### src/rtl/tnn_feature_loader.sv
// Front-end for the 5-input 3-bit TNN neuron: quantises raw samples into a 5-feature frame,
// registers the neuron decision and returns it on a valid/ready stream. Optional stats: TNN_LOADER_STATS_EN.
module tnn_feature_loader #(
   parameter int unsigned RAW_W  = 8,
   parameter int unsigned QSHIFT = 5,
   parameter int unsigned STAT_W = 16
) (
   input  logic             clk,
   input  logic             rst_n,
   input  logic             in_valid,
   output logic             in_ready,
   input  logic [RAW_W-1:0] in_data,
   input  logic             in_last,
   output logic [2:0]       feat_a,
   output logic [2:0]       feat_b,
   output logic [2:0]       feat_c,
   output logic [2:0]       feat_d,
   output logic [2:0]       feat_e,
   input  logic             nrn_out,
   output logic             out_valid,
   input  logic             out_ready,
   output logic             out_class,
   output logic             frame_err,
   input  logic             clr_err
`ifdef TNN_LOADER_STATS_EN
   ,
   input  logic              stat_clr,
   output logic [STAT_W-1:0] stat_total,
   output logic [STAT_W-1:0] stat_pos
`endif
);

   typedef enum logic [1:0] {COLLECT, EVAL, HOLD} state_t;

   state_t           state, state_nxt;
   logic [2:0]       idx;
   logic [RAW_W-1:0] shifted;
   logic [2:0]       q;
   logic             beat;
   logic             res_hs;

   always_comb begin
      shifted = in_data >> QSHIFT;
      q       = (shifted > RAW_W'(7)) ? 3'd7 : shifted[2:0];
   end

   always_ff @(posedge clk or negedge rst_n) begin
      if (!rst_n) state <= COLLECT;
      else        state <= state_nxt;
   end

   always_comb begin
      state_nxt = state;
      in_ready  = 1'b0;
      out_valid = 1'b0;
      case (state)
         COLLECT: begin
            in_ready = 1'b1;
            if (in_valid && idx == 3'd4) state_nxt = EVAL;
         end
         EVAL: state_nxt = HOLD;
         HOLD: begin
            out_valid = 1'b1;
            if (out_ready) state_nxt = COLLECT;
         end
         default: state_nxt = COLLECT;
      endcase
   end

   assign beat   = in_valid & in_ready;
   assign res_hs = out_valid & out_ready;

   // clr_err is applied first so a same-cycle framing error overrides it
   always_ff @(posedge clk or negedge rst_n) begin
      if (!rst_n) begin
         idx       <= '0;
         feat_a    <= '0;
         feat_b    <= '0;
         feat_c    <= '0;
         feat_d    <= '0;
         feat_e    <= '0;
         out_class <= 1'b0;
         frame_err <= 1'b0;
      end else begin
         if (clr_err) frame_err <= 1'b0;
         if (beat) begin
            case (idx)
               3'd0:    feat_a <= q;
               3'd1:    feat_b <= q;
               3'd2:    feat_c <= q;
               3'd3:    feat_d <= q;
               3'd4:    feat_e <= q;
               default: ;
            endcase
            if (idx == 3'd4) begin
               if (!in_last) frame_err <= 1'b1;
            end else if (in_last) begin
               frame_err <= 1'b1;
               idx       <= '0;
            end else begin
               idx <= idx + 3'd1;
            end
         end
         if (state == EVAL) out_class <= nrn_out;
         if (res_hs)        idx       <= '0;
      end
   end

`ifdef TNN_LOADER_STATS_EN
   always_ff @(posedge clk or negedge rst_n) begin
      if (!rst_n) begin
         stat_total <= '0;
         stat_pos   <= '0;
      end else if (stat_clr) begin
         stat_total <= '0;
         stat_pos   <= '0;
      end else if (res_hs) begin
         if (stat_total != '1)            stat_total <= stat_total + 1'b1;
         if (out_class && stat_pos != '1) stat_pos   <= stat_pos + 1'b1;
      end
   end
`endif

endmodule

### config.mk
export PLATFORM = sky130hd
export DESIGN_NAME = tnn_feature_loader
export DESIGN_NICKNAME = d
export VERILOG_FILES = /design/src/rtl/tnn_feature_loader.sv
export SDC_FILE = /design/constraint.sdc
export NUM_CORES = 1
export LEC_CHECK = 0
export BUFFER_PORTS_ARGS = -buffer_cell sky130_fd_sc_hd__buf_2
export CAP_MARGIN = 20
export CORE_MARGIN = 2
export CORE_UTILIZATION = 40
export CTS_CLUSTER_SIZE = 20
export DETAILED_ROUTE_END_ITERATION = 16
export GPL_TIMING_DRIVEN = 1
export PLACE_DENSITY = 0.63
export REMOVE_ABC_BUFFERS = 1
export SYNTH_ARGS = -nofsm -noshare
export SYNTH_HDL_FRONTEND = slang
export SYNTH_SLANG_ARGS = --single-unit
### constraint.sdc
create_clock -name clk -period 1.6 [get_ports clk]
set_input_delay 0.24 -clock clk [delete_from_list [all_inputs] [get_ports clk]]
set_output_delay 0.24 -clock clk [all_outputs]
set_load 0.02 [all_outputs]
# == Word-level counts from Yosys, hierarchy flattened ==
# Cells that the tools add are included.
# classes
muxes,15
bitwise_logic,2
n_lt_le_gt_ge,1
eq_ne,9
addsub,1
reduce_logical,11
# ops
operator,count
$mux W3,5
$reduce_and A2 Y1,7
$mux W1,7
$eq A3 B2 Y1 const B,2
$ne A2 B2 Y1 const B,3
$pmux W2 S3,1
$mux W2,2
$add A3 B1 Y3 const B,1
$eq A3 B1 Y1 const B,1
$eq A3 B3 Y1 const B,1
$gt A3 B3 Y1 const B,1
$logic_not A3 Y1,1
$and A1 B1 Y1,2
$eq A2 B1 Y1 const B,1
$eq A2 B2 Y1 const B,1
$logic_not A2 Y1,1
$reduce_bool A2 Y1,1
$logic_and A1 B1 Y1,1
# totals
out_inout_bits,19
inputBits,15
reg_bits,22
elab_cells,48

# == Longest topological paths before layout ==
# Gate-level depths: netlist (run 1).
# logic_depth
ltp_word,5
mapped_depth,5
mapped_depth_nobuf,5

# == Least setup slack after synthesis (run 1) ==
# OpenSTA, ideal clock, no wires.
# synth_timing
path_type,flip-flop to flip-flop
start,reg state[0]
end,reg feat_e[0]
setup_slack_ns,0.157
setup_time_ns,0.125
t_arrival_ns,1.318
path_stages_with_launch,4
t_required_ns,1.475
path_buffers,0
period_less_slack_ns,1.443
cell_sequence,dfrtp_1 > or3b_4 > nor2_4 > mux2_2
# synth_via
elab_chain_len,4
# synth_rtl
item,line,source
"start, declared",35,"state_t state, state_nxt;"
"start signal, assigned",49,else state <= state_nxt;
$logic_not A2 Y1,56,case (state)
$mux W1,56,
$and A1 B1 Y1,70,assign beat = in_valid & in_ready;
$reduce_and A2 Y1 (no line),--,
"end signal, assigned",92,3'd4: feat_e <= q;
"end, declared",18,"output logic [2:0] feat_e,"
# Every way passes these cells.
# A chain may end at the register's enable or synchronous reset.

# == Worst setup path after layout (run 1) ==
# Same ends and word-level chain as after synthesis.

==> metrics, run 1 <==
minimum clock period=approximately 1.5 ns; Clock Pin Slew Worst Setup and Hold Paths=0.11 ns; crit path kind=reg2reg; Least-Margin Pin Slew=between 0.4 and 0.5 ns; final hold vios=0; Pins Over Slew Limit=0; DIE HEIGHT=around 53 um; static leakage=roughly 0.59 nW; CP arrival=~1.7 ns; Placer Congestion=~0.77; Num CTS Buffers=3; commonest non-fill, non-tap cell in the layout=buf_2; vias in the first global route=roughly 670; Core Area=2250 um^2; Post-Synthesis Cells=75; DR iter-0 viols=2; H-tree depth=1; share of cells above drive strength 1=47.2%; first-pass GRT wire length=approximately 3100 um; Final TNS setup=0 ns; achievable frequency=about 650 MHz; Initial Util=43.4%; post-CTS resize count=0; DR WL/cell=13.9 um; post-synth cell types=20; share of the synthesized area in the top cell type=between 50% and 60%; GRT Total Usage=15.1%; Port Buffer Count=28; # placed instances=132; final setup margin=0.0673 ns; Post-Route WL=between 1500 and 2000 um; fin cells=roughly 140; largest net degree at the start of global routing=23; Die Span X=~53 um; WP data required=about 1.8 ns; Avg Inst Size Synth=approximately 13 um^2; crit-path max FO=7; leading cell types in the layout, fill and taps excluded=buf_2, dfrtp_1, mux2_2; antenna violations before repair=0; Remaining DRCs=0; main area contributors after synthesis=dfrtp_1, mux2_2, ha_1, nand2_1, o21ai_0; post-route ant nets=0; CP Cell Sequence=or3b_4 > nor2_4 > mux2_2; area occupied by multi-input gates=just over 400 um^2; gr ovfl total=0; crit-path max cell delay=roughly 0.46 ns; hpwl dp=around 1500 um; CTS tree=yes; worst min-delay path class=in2reg; status=completed; latest clock arrival within the worst-skew pair=between 0.2 and 0.3 ns; Row Count=17; Final #Nets=130; Relative slew margins=66.9%; I/O Pins=34; die area=2860 um^2; Syn. warnings=0; Synth area leader=dfrtp_1; vias per inst=between 5 and 6; clk sinks=22; RSZ-0062 raised after global routing=true; Synth Cell Area=approximately 1000 um^2; Area growth syn-to-layout=22.0%; via count=around 680; Final setup violation count=0; CP max-delay cell=dfrtp_1; max cap viols=0; Final Cycle Share=95.8%; Worst Setup Start Kind=register; setup slack at placement=around 0.085 ns; Seq/Total Area, Yosys=between 50% and 60%; Root Buffer=clkbuf_4; DRT Pass-1 Iters=4; skew final=0.00290 ns; sequential cell area=approximately 550 um^2; maximum vdd drop=about 0.92 mV; FF+latch count, synth=22; Fill cells=roughly 220; Antenna diodes=0; clock buffer depth=2; Tot Pwr=about 2.3 mW; Cell Pwr Density=between 1500 and 2000 nW/um^2; crit path capture type=register
critical path, delay by kind of cell (launching register included):
| kind | cells | cell delay (ns) |
|---|---|---|
| simple gates | 2 | 0.62 |
| flops | 1 | 0.46 |
| mux | 1 | 0.34 |
state kept, by name, indices dropped and copies added (netlist names):
signal / flops
state: 2
frame_err: 1
feat_b: 3
feat_e: 3
feat_d: 3
idx: 3
out_class: 1
feat_a: 3
feat_c: 3
cell usage after synthesis (all sizes together):
library cell  instances
nand2                 7
nor4b                 1
or3                   1
nor2                  3
dfrtp                22
ha                    5
a21oi                 1
o22ai                 1
inv                   5
a21boi                1
nand3b                1
nand2b                2
nand4b                1
o21ai                 4
nand3                 1
nor3b                 1
or3b                  1
mux2                 16
xor2                  1
worst paths after layout:
| path | cells after the start | to | slack, ns | start |
|---|---|---|---|---|
| max | 3 | feat_e[0] | 0.07 | state[0] |
| max in group asynchronous | 2 | feat_d[2] | 0.83 | rst_n |
| max reg2reg | 3 | feat_e[0] | 0.07 | state[0] |
| min in group asynchronous | 2 | idx[2] | 0.44 | rst_n |
| min reg2reg | 1 | feat_e[0] | 0.51 | feat_e[0] |
| min | 2 | frame_err | 0.12 | clr_err |
per-layer routing:
layer / share of wire, % / routed length (um) / GRT usage [%]
met5: 0 / 0 / 0
met4: 0 / 0 / 3.85
met3: 5.9 / 111 / 2.82
met2: 46 / 879 / 24.3
met1: 48 / 901 / 20.9
kinds of logic after synthesis:
| kind of cell | Yosys count | share of synthesized area [%] |
|---|---|---|
| mux | 16 | 18.4 |
| flops | 22 | 56.3 |
| buf+inv | 5 | 1.92 |
| fa+ha+maj | 5 | 6.39 |
| xor+xnor | 1 | 0.895 |
| compound gates | 7 | 3.96 |
| simple gates | 19 | 12.1 |
final cells by class:
type | instances | share of cell area (%)
tap | 28 | 2.94
multi-input combinational | 48 | 34.3
inverter | 5 | 1.57
timing repair buffer | 30 | 13.2
sequential | 22 | 46.1
clock buffer | 3 | 1.89
stage by stage:
step | utilization [%] | hold slack [ns] | cell area [um^2]
after floorplan | - | -0.0556 | 978
after global placement | 51.5 | 0.225 | 1160
after detailed placement | 51.5 | 0.230 | 1160
after CTS | 52.9 | 0.105 | 1190
after global routing | 52.9 | 0.124 | 1190
final | 52.9 | 0.116 | 1190
power by group:
part | total, mW | leakage [nW] | switching, mW | internal, mW
clock network | 0.237 | 0.0138 | 0.150 | 0.0875
registers | 0.979 | 0.273 | 0.166 | 0.813
logic | 1.11 | 0.301 | 0.629 | 0.478
repair_timing:
| action | in CTS | in global routing |
|---|---|---|
| hold buffers | 1 | 0 |
| setup endpoints to repair | 0 | 1 |
| buffers inserted | 0 | 0 |
| hold endpoints to repair | 22 | 0 |
(Power assumes the default switching activity.)
==> run 2: changes to the inputs <==
- BUFFER_PORTS_ARGS: -buffer_cell sky130_fd_sc_hd__buf_2 -> unset
- DONT_BUFFER_PORTS: unset -> 1
- PLACE_DENSITY: 0.63 -> 0.51
==> run 2 against run 1 <==
Via count down 14%. Count of clock-buffer cells in the layout up 1. Sequential power up 30%. Maximum frequency up 2.9%. Sequential share of layout area up 2.7 points. Setup slack better by 0.042 ns. Highest routed layer is now met4. Cell count down 16%. Clock skew about the same. Hold slack worse by 0.075 ns. Power down 5.8%. Critical path type unchanged. Combinational power down 44%.
==> metrics, run 2 (synthesis gave the netlist of run 1 again) <==
status=completed; Placer Congestion=0.710; CP Launch Point=state[0]; crit-path max cell delay=~0.45 ns; Post-Route WL=between 1500 and 2000 um; Final #Nets=107; hold slack=between 0.04 and 0.05 ns; static leakage=roughly 0.5 nW; Worst Path Buf+Inv=0; sequential cell area=551 um^2; WP data required=around 1.8 ns; Pins Over Slew Limit=0; post-route ant nets=0; Cell Pwr Density=slightly below 2000 nW/um^2; Remaining DRCs=0; antenna violations before repair=0; Relative slew margins=73.5%; DIE HEIGHT=around 53 um; Fill cells=220; clock buffer depth=2; vias in the first global route=about 640; worst hold path depth=1; latest clock arrival within the worst-skew pair=0.30 ns; via count=about 590; Initial Util=between 40% and 50%; I/O Pins=34; skew final=between 0.002 and 0.003 ns; crit path kind=reg2reg; Area growth syn-to-layout=15.2%; first-pass GRT wire length=between 2000 and 3000 um; Final TNS setup=0 ns; share of cells above drive strength 1=approximately 33%; final hold vios=0; CP delay by family, top=simple AND/OR/NAND/NOR gates; vias per inst=5.13; crit-path max FO=5; Least-Margin Pin Slew=0.396 ns; Reg-to-Reg Start=state[0]; Antenna diodes=0; Num CTS Buffers=3; largest net degree at the start of global routing=23; hold path startpoint=out_ready; Die Span X=between 50 and 60 um; DRT Pass-1 Iters=4; Clock Pin Slew Worst Setup and Hold Paths=between 0.1 and 0.15 ns; DR iter-0 viols=15; commonest non-fill, non-tap cell in the layout=dfrtp_1; CP arrival=1.69 ns; achievable frequency=roughly 670 MHz; post-CTS resize count=0; Core Area=approximately 2300 um^2; end of the worst register-to-register path=feat_e[2]; DR WL/cell=approximately 15 um; maximum vdd drop=about 0.95 mV; RSZ-0062 raised after global routing=false; leading cell types in the layout, fill and taps excluded=dfrtp_1, mux2_2, nand2_1; Hold EP=state[1]; crit path capture type=register; CP max-delay cell=or3b_4; Final setup violation count=0; clk sinks=22; area occupied by multi-input gates=between 400 and 500 um^2; Row Count=17; GRT Total Usage=14.9%; minimum clock period=between 1 and 1.5 ns; cells on worst reg2reg path=3; die area=between 2000 and 3000 um^2; Port Buffer Count=0; Worst Setup Start Kind=register; Root Buffer=clkbuf_4; gr ovfl total=0; Final Cycle Share=roughly 93%; Tot Pwr=approximately 2.2 mW; CTS tree=yes; H-tree depth=1; flop-to-flop setup slack=approximately 0.11 ns; hpwl dp=1290 um; max cap viols=0; worst min-delay path class=in2reg; CP Cell Sequence=or3b_4 > nor2_4 > mux2_2
[run 2: cell count changes in the layout (fill, tap and decap cells not counted), sizes merged]
cell | previous run | this run
buf | 29 | 5
clkbuf | 3 | 4
dlygate4sd3 | 1 | 2
[run 2: worst register-to-register path: cells and delay by family, from the launching register on]
family / cells / cell delay (ns)
DFF: 1 / 0.44
and+or+nand+nor: 2 / 0.61
muxes: 1 / 0.34
[run 2: report_power, final]
part | leakage [nW] | total [mW] | switching (mW) | internal [mW]
Clock | 0.0210 | 0.297 | 0.159 | 0.139
Sequential | 0.273 | 1.27 | 0.453 | 0.813
Combinational | 0.218 | 0.624 | 0.280 | 0.344
[run 2: repair_timing]
action,4_1_cts,5_1_grt
endpoints found under the hold margin,22,1
buffers inserted,0,0
hold buffers,1,1
[run 2: metrics by stage]
stage | instances | setup WS, ns | area [um^2] | utilization, %
6_report | 114 | 0.110 | 1130 | 50.0
5_1_grt | 114 | 0.0156 | 1130 | 50.0
4_1_cts | 112 | 0.0991 | 1090 | 48.3
3_5_place_dp | 107 | 0.117 | 1040 | 46.3
3_3_place_gp | 107 | 0.121 | 1040 | 46.3
2_1_floorplan | 75 | 0.157 | 978 | -
[run 2: area by class of cell]
type | count | area share (%)
Timing Repair Buffer | 7 | 6.88
Multi-Input combinational cell | 48 | 36.3
Sequential cell | 22 | 48.8
Inverter | 5 | 1.66
Tap cell | 28 | 3.11
Clock buffer | 4 | 3.22
[run 2: worst max-delay path by stage]
stage	slack, ns	end	cells past startpoint
floorplan	0.16	feat_e[0]	3
global placement	0.12	feat_e[0]	3
detailed placement	0.12	feat_e[2]	3
CTS	0.1	feat_e[2]	3
global route	0.02	feat_e[2]	5
finish	0.11	feat_e[2]	3
[run 2: layer usage]
layer,vias to the layer above,part of all wire (%),global-route usage (%)
met2,17,44,22.0
met4,0,0.80,5.13
li1,279,-,-
met1,287,49,20.4
met5,-,0,0
met3,2,7.0,4.80
==> run 3: changes to the inputs <==
- CTS_CLUSTER_SIZE: 20 -> unset
- RECOVER_POWER: unset -> 25
- TNS_END_PERCENT: unset -> 10
==> run 3 against run 2 <==
Routed wire length is 0.17% lower. Critical path depth is the same. Sequential cell count is the same. Cell area decreased by 1.3%. Die area stayed put. Global-route usage unchanged. Largest cell class unchanged.
==> metrics, run 3 (synthesis gave the netlist of run 1 again) <==
status=completed; final setup margin=between 0.1 and 0.15 ns; CTS tree=yes; setup slack at placement=0.117 ns; crit path kind=reg2reg; Hold EP=state[1]; gr ovfl total=0; fin cells=around 110; Final #Nets=between 100 and 150; end of the worst register-to-register path=feat_e[2]; max cap viols=0; Root Buffer=clkbuf_4; crit-path max FO=5; Fill cells=222; worst min-delay path class=in2reg; hold path startpoint=out_ready; Final setup violation count=0; Cell Pwr Density=1960 nW/um^2; first-pass GRT wire length=roughly 3000 um; CP max-delay cell=or3b_4; Least-Margin Pin Slew=around 0.8 ns; Remaining DRCs=0; vias per inst=5.14; I/O Pins=34; final hold vios=0; Reg-to-Reg Start=state[0]; Area growth syn-to-layout=13.7%; leading cell types in the layout, fill and taps excluded=dfrtp_1, mux2_2, nand2_1; crit path capture type=register; skew final=0.00246 ns; DIE HEIGHT=approximately 53 um; flop-to-flop setup slack=about 0.11 ns; via count=roughly 590; CP arrival=between 1.5 and 2 ns; largest net degree at the start of global routing=23; DRT Pass-1 Iters=4; Die Span X=between 50 and 60 um; crit-path max cell delay=about 0.45 ns; hold slack=between 0.04 and 0.05 ns; Pins Over Slew Limit=0; latest clock arrival within the worst-skew pair=0.30 ns; Final Cycle Share=93.1%; H-tree depth=1; cells on worst reg2reg path=3; Final TNS setup=0 ns; Port Buffer Count=0; busiest metal layer after global routing=met2; worst hold path depth=1; GRT met3 Usage=approximately 4.8%; share of cells above drive strength 1=between 30% and 40%; Clock Pin Slew Worst Setup and Hold Paths=0.12 ns; achievable frequency=roughly 670 MHz; postcts setup bufs=0; Core Area=between 2000 and 2500 um^2; DR iter-0 viols=15; # placed instances=about 110; Row Count=17; vias in the first global route=638; static leakage=0.512 nW; DR WL/cell=15.4 um; commonest non-fill, non-tap cell in the layout=dfrtp_1; GR met1 Demand/Resource=20.4%; RSZ-0062 raised after global routing=false; Post-Route WL=roughly 1800 um; clock buffer depth=2; final core occ=between 40% and 50%; Initial Util=43.4%; clk sinks=22; maximum vdd drop=around 0.95 mV; Worst Setup Start Kind=register; minimum clock period=approximately 1.5 ns; Antenna diodes=0; hpwl dp=~1300 um; CP Cell Sequence=or3b_4 > nor2_4 > mux2_2; met2 usage=between 20% and 30%; Relative slew margins=47.3%; WP data required=about 1.8 ns; antenna violations before repair=0; post-route ant nets=0; Placer Congestion=~0.7; die area=approximately 2900 um^2; GRT Total Usage=between 10 and 15%; Num CTS Buffers=3
==> run 3: cell count changes in the layout (fill, tap and decap cells not counted) <==
cell	change
buf_16	-1
dlymetal6s4s_1	+1
==> run 3: worst max-delay path, delay by kind of cell (launching register included) <==
kind | cells | cell delay, ns
muxes | 1 | 0.34
and+or+nand+nor | 2 | 0.61
DFF | 1 | 0.44
==> run 3: layout make-up <==
| cell class | instances | area [um^2] | area share (%) |
|---|---|---|---|
| Inverter | 5 | 18.8 | 1.69 |
| Timing Repair Buffer | 7 | 62.6 | 5.62 |
| Tap cell | 28 | 35.0 | 3.15 |
| Sequential cell | 22 | 551 | 49.5 |
| Multi-Input combinational cell | 48 | 409 | 36.8 |
| Clock buffer | 4 | 36.3 | 3.26 |
==> run 3: repair_timing <==
| action | 4_1_cts | 5_1_grt |
|---|---|---|
| gates resized for setup | 0 | 0 |
| hold endpoints to repair | 22 | 1 |
| hold buffers | 1 | 1 |
==> run 3: worst max-delay path by stage <==
stage	startpoint	to	slack [ns]	cells after the start
2_1_floorplan	state[0]	feat_e[0]	0.16	3
3_3_place_gp	state[0]	feat_e[0]	0.12	3
3_5_place_dp	state[0]	feat_e[2]	0.12	3
4_1_cts	state[0]	feat_e[2]	0.1	3
5_1_grt	idx[1]	feat_e[2]	0.02	5
6_report	state[0]	feat_e[2]	0.11	3
==> run 3: power breakdown <==
part           leakage, nW  total [mW]  internal [mW]  switching [mW]
Clock               0.0210       0.297          0.139           0.158
Combinational        0.218       0.618          0.339           0.279
Sequential           0.273        1.27          0.813           0.453
Total                0.512        2.18           1.29           0.891
==> run 3: stage by stage <==
step | area (um^2) | power (mW)
2_1_floorplan | 978 | 1.72
6_report | 1110 | 2.18
3_5_place_dp | 1040 | 1.90
5_1_grt | 1110 | 2.36
4_1_cts | 1090 | 2.22
3_3_place_gp | 1040 | 1.89
==> run 3: routing by layer <==
metal	vias to the layer above	part of all wire, %
met2	17	43
met3	2	7.0
li1	279	-
met1	288	49
met4	0	0.80
met5	-	0
